--- config.mk ---
export PLATFORM = sky130hd
export DESIGN_NAME = down_counter_sequencer
export DESIGN_NICKNAME = d
export VERILOG_FILES = /design/src/rtl/down_counter_sequencer.sv
export SDC_FILE = /design/constraint.sdc
export NUM_CORES = 1
export LEC_CHECK = 0
export BUFFER_PORTS_ARGS = -buffer_cell sky130_fd_sc_hd__buf_4
export CAP_MARGIN = 20
export CORE_MARGIN = 1
export CORE_UTILIZATION = 47
export DETAILED_ROUTE_END_ITERATION = 8
export MAX_ROUTING_LAYER = met4
export PLACE_DENSITY = 0.78
export SLEW_MARGIN = 20
export SYNTH_ARGS = -nofsm -noshare
export SYNTH_HDL_FRONTEND = slang
export SYNTH_SLANG_ARGS = --single-unit
--- constraint.sdc ---
create_clock -name clk -period 1.7 [get_ports clk]
set_clock_uncertainty 0.2 [all_clocks]
set_input_delay 0.17 -clock clk [delete_from_list [all_inputs] [get_ports clk]]
set_output_delay 0.17 -clock clk [all_outputs]
set_load 0.05 [all_outputs]
--- src/rtl/down_counter_sequencer.sv ---
// ============================================================================
// Module   : down_counter_sequencer
// Purpose  : Sequencing FSM around a loadable, prescaled down-counter.
// Revision : 1.0 - initial release
// ============================================================================
`default_nettype none

module down_counter_sequencer #(
  parameter int WIDTH = 3,
  parameter int DIV   = 1
) (
  input  logic             clk,
  input  logic             rst,
  input  logic             load,
  input  logic [WIDTH-1:0] load_val,
  input  logic             start,
  input  logic             pause,
  input  logic             abort,
  input  logic             auto_reload,
  output logic [WIDTH-1:0] count,
  output logic             running,
  output logic             paused,
  output logic             done,
  output logic             tc_pulse
);

  localparam int              c_PW     = (DIV > 1) ? $clog2(DIV) : 1;
  localparam logic [c_PW-1:0] c_DIV_M1 = c_PW'(DIV - 1);

  typedef enum logic [2:0] {
    S_IDLE   = 3'd0,
    S_LOADED = 3'd1,
    S_RUN    = 3'd2,
    S_PAUSE  = 3'd3,
    S_DONE   = 3'd4
  } state_t;

  state_t            r_state;
  state_t            w_state_nxt;
  logic [WIDTH-1:0]  r_count;
  logic [WIDTH-1:0]  w_count_nxt;
  logic [WIDTH-1:0]  r_reload;
  logic [WIDTH-1:0]  w_reload_nxt;
  logic [c_PW-1:0]   r_presc;
  logic [c_PW-1:0]   w_presc_nxt;
  logic              w_tick;
  logic              w_tc_nxt;
  logic              r_running;
  logic              r_paused;
  logic              r_done;
  logic              r_tc_pulse;

  assign w_tick = (r_presc == c_DIV_M1);

  always_comb begin
    w_state_nxt  = r_state;
    w_count_nxt  = r_count;
    w_reload_nxt = r_reload;
    w_presc_nxt  = r_presc;
    w_tc_nxt     = 1'b0;

    if (abort) begin
      w_state_nxt = S_IDLE;
      w_count_nxt = r_reload;
      w_presc_nxt = '0;
    end else if (load) begin
      w_state_nxt  = S_LOADED;
      w_count_nxt  = load_val;
      w_reload_nxt = load_val;
      w_presc_nxt  = '0;
    end else begin
      case (r_state)
        S_IDLE, S_LOADED: begin
          if (start) begin
            w_state_nxt = S_RUN;
            w_presc_nxt = '0;
          end
        end
        S_RUN: begin
          if (w_tick) begin
            w_presc_nxt = '0;
            if (r_count != '0) begin
              w_count_nxt = r_count - 1'b1;
            end else begin
              w_tc_nxt = 1'b1;
              if (auto_reload) begin
                w_count_nxt = r_reload;
              end else begin
                w_state_nxt = S_DONE;
              end
            end
          end else if (!pause) begin
            w_presc_nxt = r_presc + 1'b1;
          end
          // The tick still completes on a pause cycle; pause only takes effect if we stay in RUN.
          if (pause && (w_state_nxt == S_RUN)) begin
            w_state_nxt = S_PAUSE;
          end
        end
        S_PAUSE: begin
          if (start) begin
            w_state_nxt = S_RUN;
          end
        end
        S_DONE: begin
          if (start) begin
            w_state_nxt = S_RUN;
            w_count_nxt = r_reload;
            w_presc_nxt = '0;
          end
        end
        default: begin
          w_state_nxt = S_IDLE;
        end
      endcase
    end
  end

  always_ff @(posedge clk or posedge rst) begin
    if (rst) begin
      r_state    <= S_IDLE;
      r_count    <= '1;
      r_reload   <= '1;
      r_presc    <= '0;
      r_running  <= 1'b0;
      r_paused   <= 1'b0;
      r_done     <= 1'b0;
      r_tc_pulse <= 1'b0;
    end else begin
      r_state    <= w_state_nxt;
      r_count    <= w_count_nxt;
      r_reload   <= w_reload_nxt;
      r_presc    <= w_presc_nxt;
      r_running  <= (w_state_nxt == S_RUN);
      r_paused   <= (w_state_nxt == S_PAUSE);
      r_done     <= (w_state_nxt == S_DONE);
      r_tc_pulse <= w_tc_nxt;
    end
  end

  assign count    = r_count;
  assign running  = r_running;
  assign paused   = r_paused;
  assign done     = r_done;
  assign tc_pulse = r_tc_pulse;

endmodule

`default_nettype wire

==> results of run 1 <==
-- through the flow --
step           hold WS [ns]  cells  util [%]
5_1_grt              0.0625    130      77.2
2_1_floorplan        -0.145     73         -
4_1_cts             -0.0791    126      73.7
3_5_place_dp         0.0344    113      65.8
6_report             0.0171    130      77.2
3_3_place_gp         0.0306    113      65.8
-- state kept, by name (all words and copies together), names as in the netlist --
signal / cells
paused: 1
r_presc: 1
done: 1
tc_pulse: 1
r_reload: 3
running: 1
count: 3
r_state: 3
-- report_power, final --
group | total [mW] | internal [mW] | switching, mW
Clock | 0.243 | 0.130 | 0.113
Combinational | 0.386 | 0.187 | 0.199
Sequential | 0.408 | 0.382 | 0.0258
-- routing by layer --
metal / track usage [%] / vias up / part of all wire, %
li1: - / 349 / -
met2: 42.4 / 34 / 51
met1: 33.4 / 359 / 40
met3: 4.17 / 10 / 5.8
met4: 11.3 / 0 / 3.1
met5: - / - / 0
-- synth_stat cells (all sizes together) --
cell type,n
a21oi,3
a221o,1
a221oi,2
a22oi,1
a31oi,3
a32o,1
and2,1
and3,1
buf,1
dfrtp,8
dfstp,6
ha,2
inv,6
mux2,3
nand2,4
nand3,1
nand3b,1
nand4,1
nor2,6
nor2b,2
nor3,4
nor3b,1
nor4b,1
o211a,1
o211ai,1
o21ai,2
o21bai,1
o31ai,1
or2,1
or2b,2
or3b,2
or4b,1
xor2,1
-- worst register-to-register path: cells and delay by family, from the launching register on --
family          cells  cell delay, ns
flops               1            0.38
simple gates        2            0.61
compound gates      2            0.32
buf+inv             2            0.16
fa+ha+maj           1            0.13
-- layout by cell type, fill, tap and decap left out, types with 2 or more instances in the layout --
cell | synthesis | layout
inv_2 | 0 | 2
clkbuf_4 | 0 | 3
mux2_2 | 3 | 3
a221oi_4 | 1 | 2
a31oi_1 | 2 | 2
nor2_1 | 5 | 4
nand2_1 | 4 | 4
inv_1 | 6 | 4
nor3_1 | 4 | 4
nor2_2 | 1 | 2
dfstp_2 | 6 | 6
dlygate4sd3_1 | 0 | 7
buf_4 | 0 | 31
a21oi_1 | 3 | 2
dfrtp_1 | 8 | 8
nor2b_1 | 2 | 2
or2b_1 | 2 | 2
-- area by class of cell --
cell class | instances | area, um2
clock buffer | 4 | 36.3
fill | 108 | 355
inverter | 6 | 22.5
multi-input combinational | 52 | 464
sequential | 14 | 358
tap | 16 | 20.0
timing repair buffer | 38 | 303
-- how the worst max path moves through the flow --
| stage | to | slack (ns) | depth (start not counted) |
|---|---|---|---|
| after floorplan | count[0]$_DFFE_PP1P_ | -0.21 | 6 |
| after global placement | count[0]$_DFFE_PP1P_ | -0.12 | 6 |
| final | paused$_DFF_PP0_ | -0.21 | 7 |
| after global routing | count[2]$_DFFE_PP1P_ | -0.31 | 7 |
| after CTS | count[0]$_DFFE_PP1P_ | -0.16 | 7 |
| after detailed placement | count[2]$_DFFE_PP1P_ | -0.19 | 6 |
-- kinds of logic (layout without fill, tap and decap cells) --
| family | after synthesis | count (layout) | synth area share [%] |
|---|---|---|---|
| AO/OA/AOI/OAI | 17 | 17 | 19.1 |
| XOR/XNOR | 1 | 1 | 1.09 |
| adder cells (fa/ha/maj) | 2 | 2 | 3.11 |
| buffers and inverters | 7 | 48 | 3.42 |
| flip-flops | 14 | 14 | 44.5 |
| multiplexers | 3 | 3 | 4.20 |
| AND/OR/NAND/NOR | 29 | 29 | 24.6 |
-- what timing repair did --
action,in CTS,in global routing
endpoints found under the setup margin,5,10
buffers inserted,3,3
resized for setup,1,4
endpoints found under the hold margin,15,1
pin swaps,4,7
hold buffers,6,1
==> qor.yml, run 1 <==
timing:
  fin_crit_ns: 1.91
  fmax_ghz: 0.523
  max_slew_margin_pct: 66.2
  rsz0062_at_grt: "true"
  period_share_pct: 113
  fin_tns_setup_ns: -1.10
  report.final.slew_viol_count: 0
  finalHoldViolations: 0
  finalSetupViolations: 7
  tightest_slew_ns: 0.507
  fin_ws_ns: -0.214
critical_path:
  reg2reg_to: "paused$_DFF_PP0_"
  r2r-start: "count[1]$_DFFE_PP1P_"
  critPathTopFamily: "simple AND/OR/NAND/NOR gates"
  required_ns: 1.68
  path_buf_inv: 2
  start_kind: "flip-flop"
  crit_start: "count[1]$_DFFE_PP1P_"
  r2r_cells: 7
  worst-r2r-setup-slack_ns: -0.21
  max_stage_delay_ns: 0.47
  slowest_stage: "or4b_4"
  worstPathArrival_ns: 1.89
  cp-end-kind: "flip-flop"
  crit_path_max_fanout: 3
  worstPathCellList: "inv_2 -> ha_4 -> buf_4 -> or4b_4 -> o21bai_1 -> a21oi_2 -> and2_1"
  worst-setup-path-type: "reg -> reg"
clock_network:
  cts-root-buf: "clkbuf_4"
  cts_tree: "done"
  cts_sinks: 14
  cts_max_level: 1
  cts.clk_slew.worst_paths_ns: 0.09
  clockBufferDepth: 2
  cts_buffers: 3
  clock_latency_ns: 0.28
floorplan:
  ios: 17
  die_area_um2: 1880
  die_w_um: 43.4
  rows: 14
  initial_utilization_pct: 51.6
  fp.dieH_um: 43.4
  core_area_um2: 1560
worst_hold_path:
  min_from: "start"
  worstHoldPathCells: 3
  hold_end: "done$_DFF_PP0_"
  hold_path.class: "in -> reg"
power_and_ir_drop:
  ir_worst_vdd_uv: 659
  power_density_nw_per_um2: 861
  total_power_mw: 1.04
  p_leak_nw: 0.554
placed_design:
  dpl_cell_area_um2: 1030
  place_hpwl_um: 1290
  portBuffers: 16
  gp_congestion: 0.829
  preCtsSetupSlack_ns: -0.185
synthesis:
  synthCells: 73
  ys_seq_elements: 14
  synthTopCellsByArea: "dfrtp_1 (25%), dfstp_2 (20%), mux2_2 (4.2%)"
  synth_top_cell_by_area: "dfrtp_1"
  postSynthAreaPerCell_um2: 11.0
  seq_area_frac_synth_pct: 44.5
  synth_top_area_share_pct: 24.9
  yosysUniqueCellTypes: 38
  yosys_warnings: 0
  mappedNetlistNets: 85
  syn-cell-area_um2: 805
grt:
  grt_pass1_wl_um: 3480
  grt_max_degree: 15
  antenna_found_initial: 0
  track_usage_pct: 26.5
  grt_overflow: 0
  first_global_vias: 767
status:
  violations: "design-rule violations, negative setup slack"
  status: "complete, but fails checks"
finish:
  drive_gt1_share_pct: 53.5
  final_nets: 127
  finish.instance_area_um2: 1200
  n_antenna_cell: 0
  syn2layout_area_growth_pct: 49.6
route:
  drtPass1Iterations: 7
  antenna_left: 0
  avgRoutedWirePerCell_um: 16.3
  drc: 2
  drt_iter0_drc: 14
  wirelength_um: 2130
  vias: 752
  viasPerCell: 5.78
job:
  maxCapViolCount: 0
No activity file was read; power rests on OpenSTA's default activity.
==> run 2: changes to the inputs <==
- PLACE_DENSITY: 0.78 -> 0.74
==> run 2 against run 1 <==
Flip-flop and latch count stayed put; the flow still finishes with violations (design-rule violations, negative setup slack); utilization is 2.3 points lower; combinational power fell by 8.0%; count of clock-buffer cells in the layout is the same; fmax is 1.1% higher; power fell by 2.5%; sequential share of layout area up 0.92 points; largest cell class unchanged; critical path depth stayed put.
==> qor.yml, run 2 (synthesized netlist as in run 1, its figures left out) <==
status:
  status: "complete, but fails checks"
  violations: "design-rule violations, negative setup slack"
critical_path:
  worst-r2r-setup-slack_ns: -0.19
  required_ns: 1.71
  reg2reg_to: "count[1]$_DFFE_PP1P_"
  worstPathArrival_ns: 1.90
  start_kind: "flip-flop"
  crit_start: "count[0]$_DFFE_PP1P_"
  worst-setup-path-type: "reg -> reg"
  crit_path_max_fanout: 4
  cp-end-kind: "flip-flop"
  r2r_cells: 7
  r2r-start: "count[0]$_DFFE_PP1P_"
timing:
  fin_crit_ns: 1.89
  period_share_pct: 111
  fin_tns_setup_ns: -0.802
  whs_ns: 0.0378
  rsz0062_at_grt: "true"
  report.final.slew_viol_count: 0
  finalSetupViolations: 5
  tightest_slew_ns: 0.510
  fmax_ghz: 0.528
  fin_ws_ns: -0.192
  max_slew_margin_pct: 65.9
  finalHoldViolations: 0
grt:
  grt_overflow: 0
  grt_max_degree: 15
  first_global_vias: 715
  grt_pass1_wl_um: 3240
  antenna_found_initial: 0
  track_usage_pct: 24.3
clock_network:
  clockBufferDepth: 2
  clock_latency_ns: 0.29
  cts_tree: "done"
  cts_sinks: 14
  cts_buffers: 3
  cts_max_level: 1
  cts.clk_slew.worst_paths_ns: 0.09
  cts-root-buf: "clkbuf_4"
floorplan:
  initial_utilization_pct: 51.6
  core_area_um2: 1560
  die_area_um2: 1880
  ios: 17
  die_w_um: 43.4
  fp.dieH_um: 43.4
  rows: 14
placed_design:
  gp_congestion: 0.844
  dpl_cell_area_um2: 1020
  dp.cells: 112
  place_hpwl_um: 1230
  portBuffers: 16
route:
  viasPerCell: 5.66
  drt_iter0_drc: 21
  antenna_left: 0
  drc: 1
  avgRoutedWirePerCell_um: 14.4
  drtPass1Iterations: 6
  wirelength_um: 1830
  vias: 719
worst_hold_path:
  min_from: "start"
  hold_end: "r_presc$_DFFE_PP0P_"
  worstHoldPathCells: 4
  hold_path.class: "in -> reg"
finish:
  n_antenna_cell: 0
  syn2layout_area_growth_pct: 45.1
  drive_gt1_share_pct: 52.3
  finish.instance_area_um2: 1170
  final_common_cell: "buf_4"
  nFillCells: 106
  finalNonFillerCells: 127
  layout_common_cells: "buf_4 (28), dfrtp_1 (8), dlygate4sd3_1 (7), dfstp_2 (6), nor2_1 (5)"
  final_util_pct: 74.9
  final_nets: 124
job:
  maxCapViolCount: 0
power_and_ir_drop:
  p_leak_nw: 0.537
  power_density_nw_per_um2: 866
  ir_worst_vdd_uv: 570
## run 2: worst max-delay path by stage
stage,end,slack (ns),depth (start not counted)
2_1_floorplan,count[0]$_DFFE_PP1P_,-0.21,6
3_3_place_gp,count[0]$_DFFE_PP1P_,-0.12,6
3_5_place_dp,count[0]$_DFFE_PP1P_,-0.18,6
4_1_cts,count[0]$_DFFE_PP1P_,-0.20,6
5_1_grt,count[0]$_DFFE_PP1P_,-0.26,7
6_report,count[1]$_DFFE_PP1P_,-0.19,7
## run 2: layout make-up
| type | instances | area, um2 | area share, % |
|---|---|---|---|
| Clock buffer | 4 | 36.3 | 3.11 |
| Inverter | 6 | 22.5 | 1.93 |
| Multi-Input combinational cell | 52 | 450 | 38.6 |
| Sequential cell | 14 | 358 | 30.7 |
| Tap cell | 16 | 20.0 | 1.71 |
| Timing Repair Buffer | 35 | 280 | 24.0 |
## run 2: stage by stage
step	setup slack, ns	power (mW)
2_1_floorplan	-0.212	0.608
3_3_place_gp	-0.119	0.721
3_5_place_dp	-0.182	0.727
4_1_cts	-0.201	0.991
5_1_grt	-0.255	1.06
6_report	-0.192	1.01
## run 2: critical path, cell delays in order, from the launching register on
cell and delay, ns:
dfstp_2 0.38, inv_2 0.07, ha_4 0.13, or3b_4 0.39, a221oi_4 0.36, buf_4 0.19
nand2_2 0.04, o31ai_2 0.05
## run 2: report_power, final
| group | leakage, nW | internal, mW | switching [mW] | total (mW) |
|---|---|---|---|---|
| Combinational | 0.344 | 0.168 | 0.187 | 0.355 |
| Clock | 0.0210 | 0.130 | 0.119 | 0.250 |
| Sequential | 0.172 | 0.382 | 0.0234 | 0.405 |
## run 2: layer usage
metal | vias up | track usage (%) | wire length [um]
li1 | 341 | - | -
met1 | 346 | 32.4 | 846
met2 | 27 | 37.6 | 864
met3 | 5 | 3.75 | 84
met4 | 0 | 9.38 | 37
met5 | - | - | 0
## run 2: timing repair
item	CTS	global route
endpoints found under the hold margin	14	0
resized for setup	0	4
endpoints found under the setup margin	5	9
pin swaps	1	8
buffers inserted	1	3
hold buffers	7	0
==> run 3: changes to the inputs <==
- SKIP_CTS_REPAIR_TIMING: not set -> 1
==> run 3 against run 2 <==
The run still ends with design-rule violations, negative setup slack left; count of clock-buffer cells in the layout unchanged; power decreased by 0.78%; final area decreased by 0.86%; wire length decreased by 0.38%; utilization decreased by 0.64 points; non-clock buffer count decreased by 1; first-iteration DRC count increased by 38%.
==> qor.yml, run 3 (synthesized netlist as in run 1, its figures left out) <==
status:
  status: "complete, but fails checks"
  violations: "design-rule violations, negative setup slack"
critical_path:
  worstPathArrival_ns: 1.89
  slowest_stage: "or3b_4"
  required_ns: 1.71
  crit_path_max_fanout: 5
  start_kind: "flip-flop"
  worst-setup-path-type: "reg -> reg"
  cp-end-kind: "flip-flop"
  worstPathCellList: "inv_2 -> ha_4 -> or3b_4 -> a221oi_4 -> buf_4 -> nand2_2 -> o31ai_2"
  max_stage_delay_ns: 0.39
floorplan:
  die_w_um: 43.4
  die_area_um2: 1880
  initial_utilization_pct: 51.6
  rows: 14
  ios: 17
  core_area_um2: 1560
  fp.dieH_um: 43.4
finish:
  drive_gt1_share_pct: 50.9
  final_nets: 123
  n_antenna_cell: 0
  syn2layout_area_growth_pct: 43.9
  layout_common_cells: "buf_4 (27), dfrtp_1 (8), dlygate4sd3_1 (7), dfstp_2 (6), nor2_1 (5)"
  final_common_cell: "buf_4"
  nFillCells: 105
route:
  viasPerCell: 5.70
  drtPass1Iterations: 6
  wl_met3_um: 96
  wl_met2_um: 833
  avgRoutedWirePerCell_um: 14.5
  vias: 718
  wirelength_um: 1830
  drc: 2
  wl_met1_um: 841
  antenna_left: 0
  drt_iter0_drc: 29
  top_layer: "met4"
grt:
  antenna_found_initial: 0
  grt_max_degree: 15
  first_global_vias: 682
  grt_pass1_wl_um: 3020
  track_usage_pct: 22.7
  grt_overflow: 0
placed_design:
  place_hpwl_um: 1230
  portBuffers: 16
  gp_congestion: 0.844
  preCtsSetupSlack_ns: -0.182
power_and_ir_drop:
  combPwrFrac_pct: 34.7
  p_int_uw: 673
  p_clk_share_pct: 24.9
  power_density_nw_per_um2: 866
  p_leak_nw: 0.531
  power.switching_uw: 329
  ir_worst_vdd_uv: 607
  p_seq_share_pct: 40.4
  switching_share_pct: 32.8
timing:
  finalHoldViolations: 0
  fin_ws_ns: -0.173
  max_slew_margin_pct: 65.3
  report.final.slew_viol_count: 0
  period_share_pct: 110
  finalSetupViolations: 6
  fmax_ghz: 0.534
  rsz0062_at_grt: "true"
  fin_crit_ns: 1.87
  tightest_slew_ns: 0.520
  fin_tns_setup_ns: -0.734
clock_network:
  cts_max_level: 1
  cts_sinks: 14
  cts-root-buf: "clkbuf_4"
  clockBufferDepth: 2
  clock_latency_ns: 0.29
  cts_buffers: 3
  cts_tree: "done"
  cts.clk_slew.worst_paths_ns: 0.09
worst_hold_path:
  hold_path.class: "in -> reg"
job:
  maxCapViolCount: 0
==> run 3: cell types whose count changed in the layout (fill, tap and decap cells not counted) <==
cell,previous run,this run
buf_4,28,27
nand2_2,2,1
nand2_1,2,3
==> run 3: final timing paths <==
kind / startpoint / to / slack, ns / depth (start not counted)
max in group asynchronous: rst / count[2]$_DFFE_PP1P_ / 0.67 / 3
min in group asynchronous: rst / r_state[0]$_DFF_PP0_ / 0.27 / 3
min reg2reg: count[1]$_DFFE_PP1P_ / count[1]$_DFFE_PP1P_ / 0.41 / 3
max reg2reg: count[0]$_DFFE_PP1P_ / count[1]$_DFFE_PP1P_ / -0.17 / 7
max: count[0]$_DFFE_PP1P_ / count[1]$_DFFE_PP1P_ / -0.17 / 7
min: start / r_presc$_DFFE_PP0P_ / 0.04 / 4
==> run 3: layout make-up <==
type | instances | area (um2) | share of cell area (%)
Multi-Input combinational cell | 52 | 448 | 38.7
Tap cell | 16 | 20.0 | 1.73
Clock buffer | 4 | 36.3 | 3.14
Timing Repair Buffer | 34 | 273 | 23.6
Sequential cell | 14 | 358 | 30.9
Inverter | 6 | 22.5 | 1.95
==> run 3: metrics by stage <==
| stage | hold WS [ns] | area [um2] | utilization [%] | std cells | total power, mW |
|---|---|---|---|---|---|
| after floorplan | -0.145 | 823 | - | 73 | 0.608 |
| after global placement | 0.0312 | 1020 | 65.3 | 112 | 0.721 |
| after detailed placement | 0.0401 | 1020 | 65.3 | 112 | 0.727 |
| after CTS | -0.268 | 1050 | 67.7 | 116 | 0.971 |
| after global routing | 0.0463 | 1160 | 74.2 | 126 | 1.06 |
| final | 0.0402 | 1160 | 74.2 | 126 | 1.00 |
==> run 3: critical path, delay by kind of cell, from the launching register on <==
family                     cells  cell delay (ns)
and+or+nand+nor                2             0.44
adders and majority gates      1             0.13
buffers and inverters          2             0.26
DFF                            1             0.38
AOI/OAI and AO/OA              2             0.39
==> run 3: metal layers <==
| layer | track usage (%) | up-vias |
|---|---|---|
| met5 | - | - |
| met4 | 12.5 | 0 |
| met2 | 32.1 | 31 |
| met3 | 5.00 | 8 |
| li1 | - | 342 |
| met1 | 30.2 | 337 |
==> run 3: power groups by stage <==
stage | sequential [mW] | clock (mW) | combinational, mW
floorplan | 0.477 | 0 | 0.130
global placement | 0.409 | 0 | 0.312
detailed placement | 0.410 | 0 | 0.317
CTS | 0.405 | 0.246 | 0.320
global route | 0.410 | 0.269 | 0.377
finish | 0.405 | 0.250 | 0.348
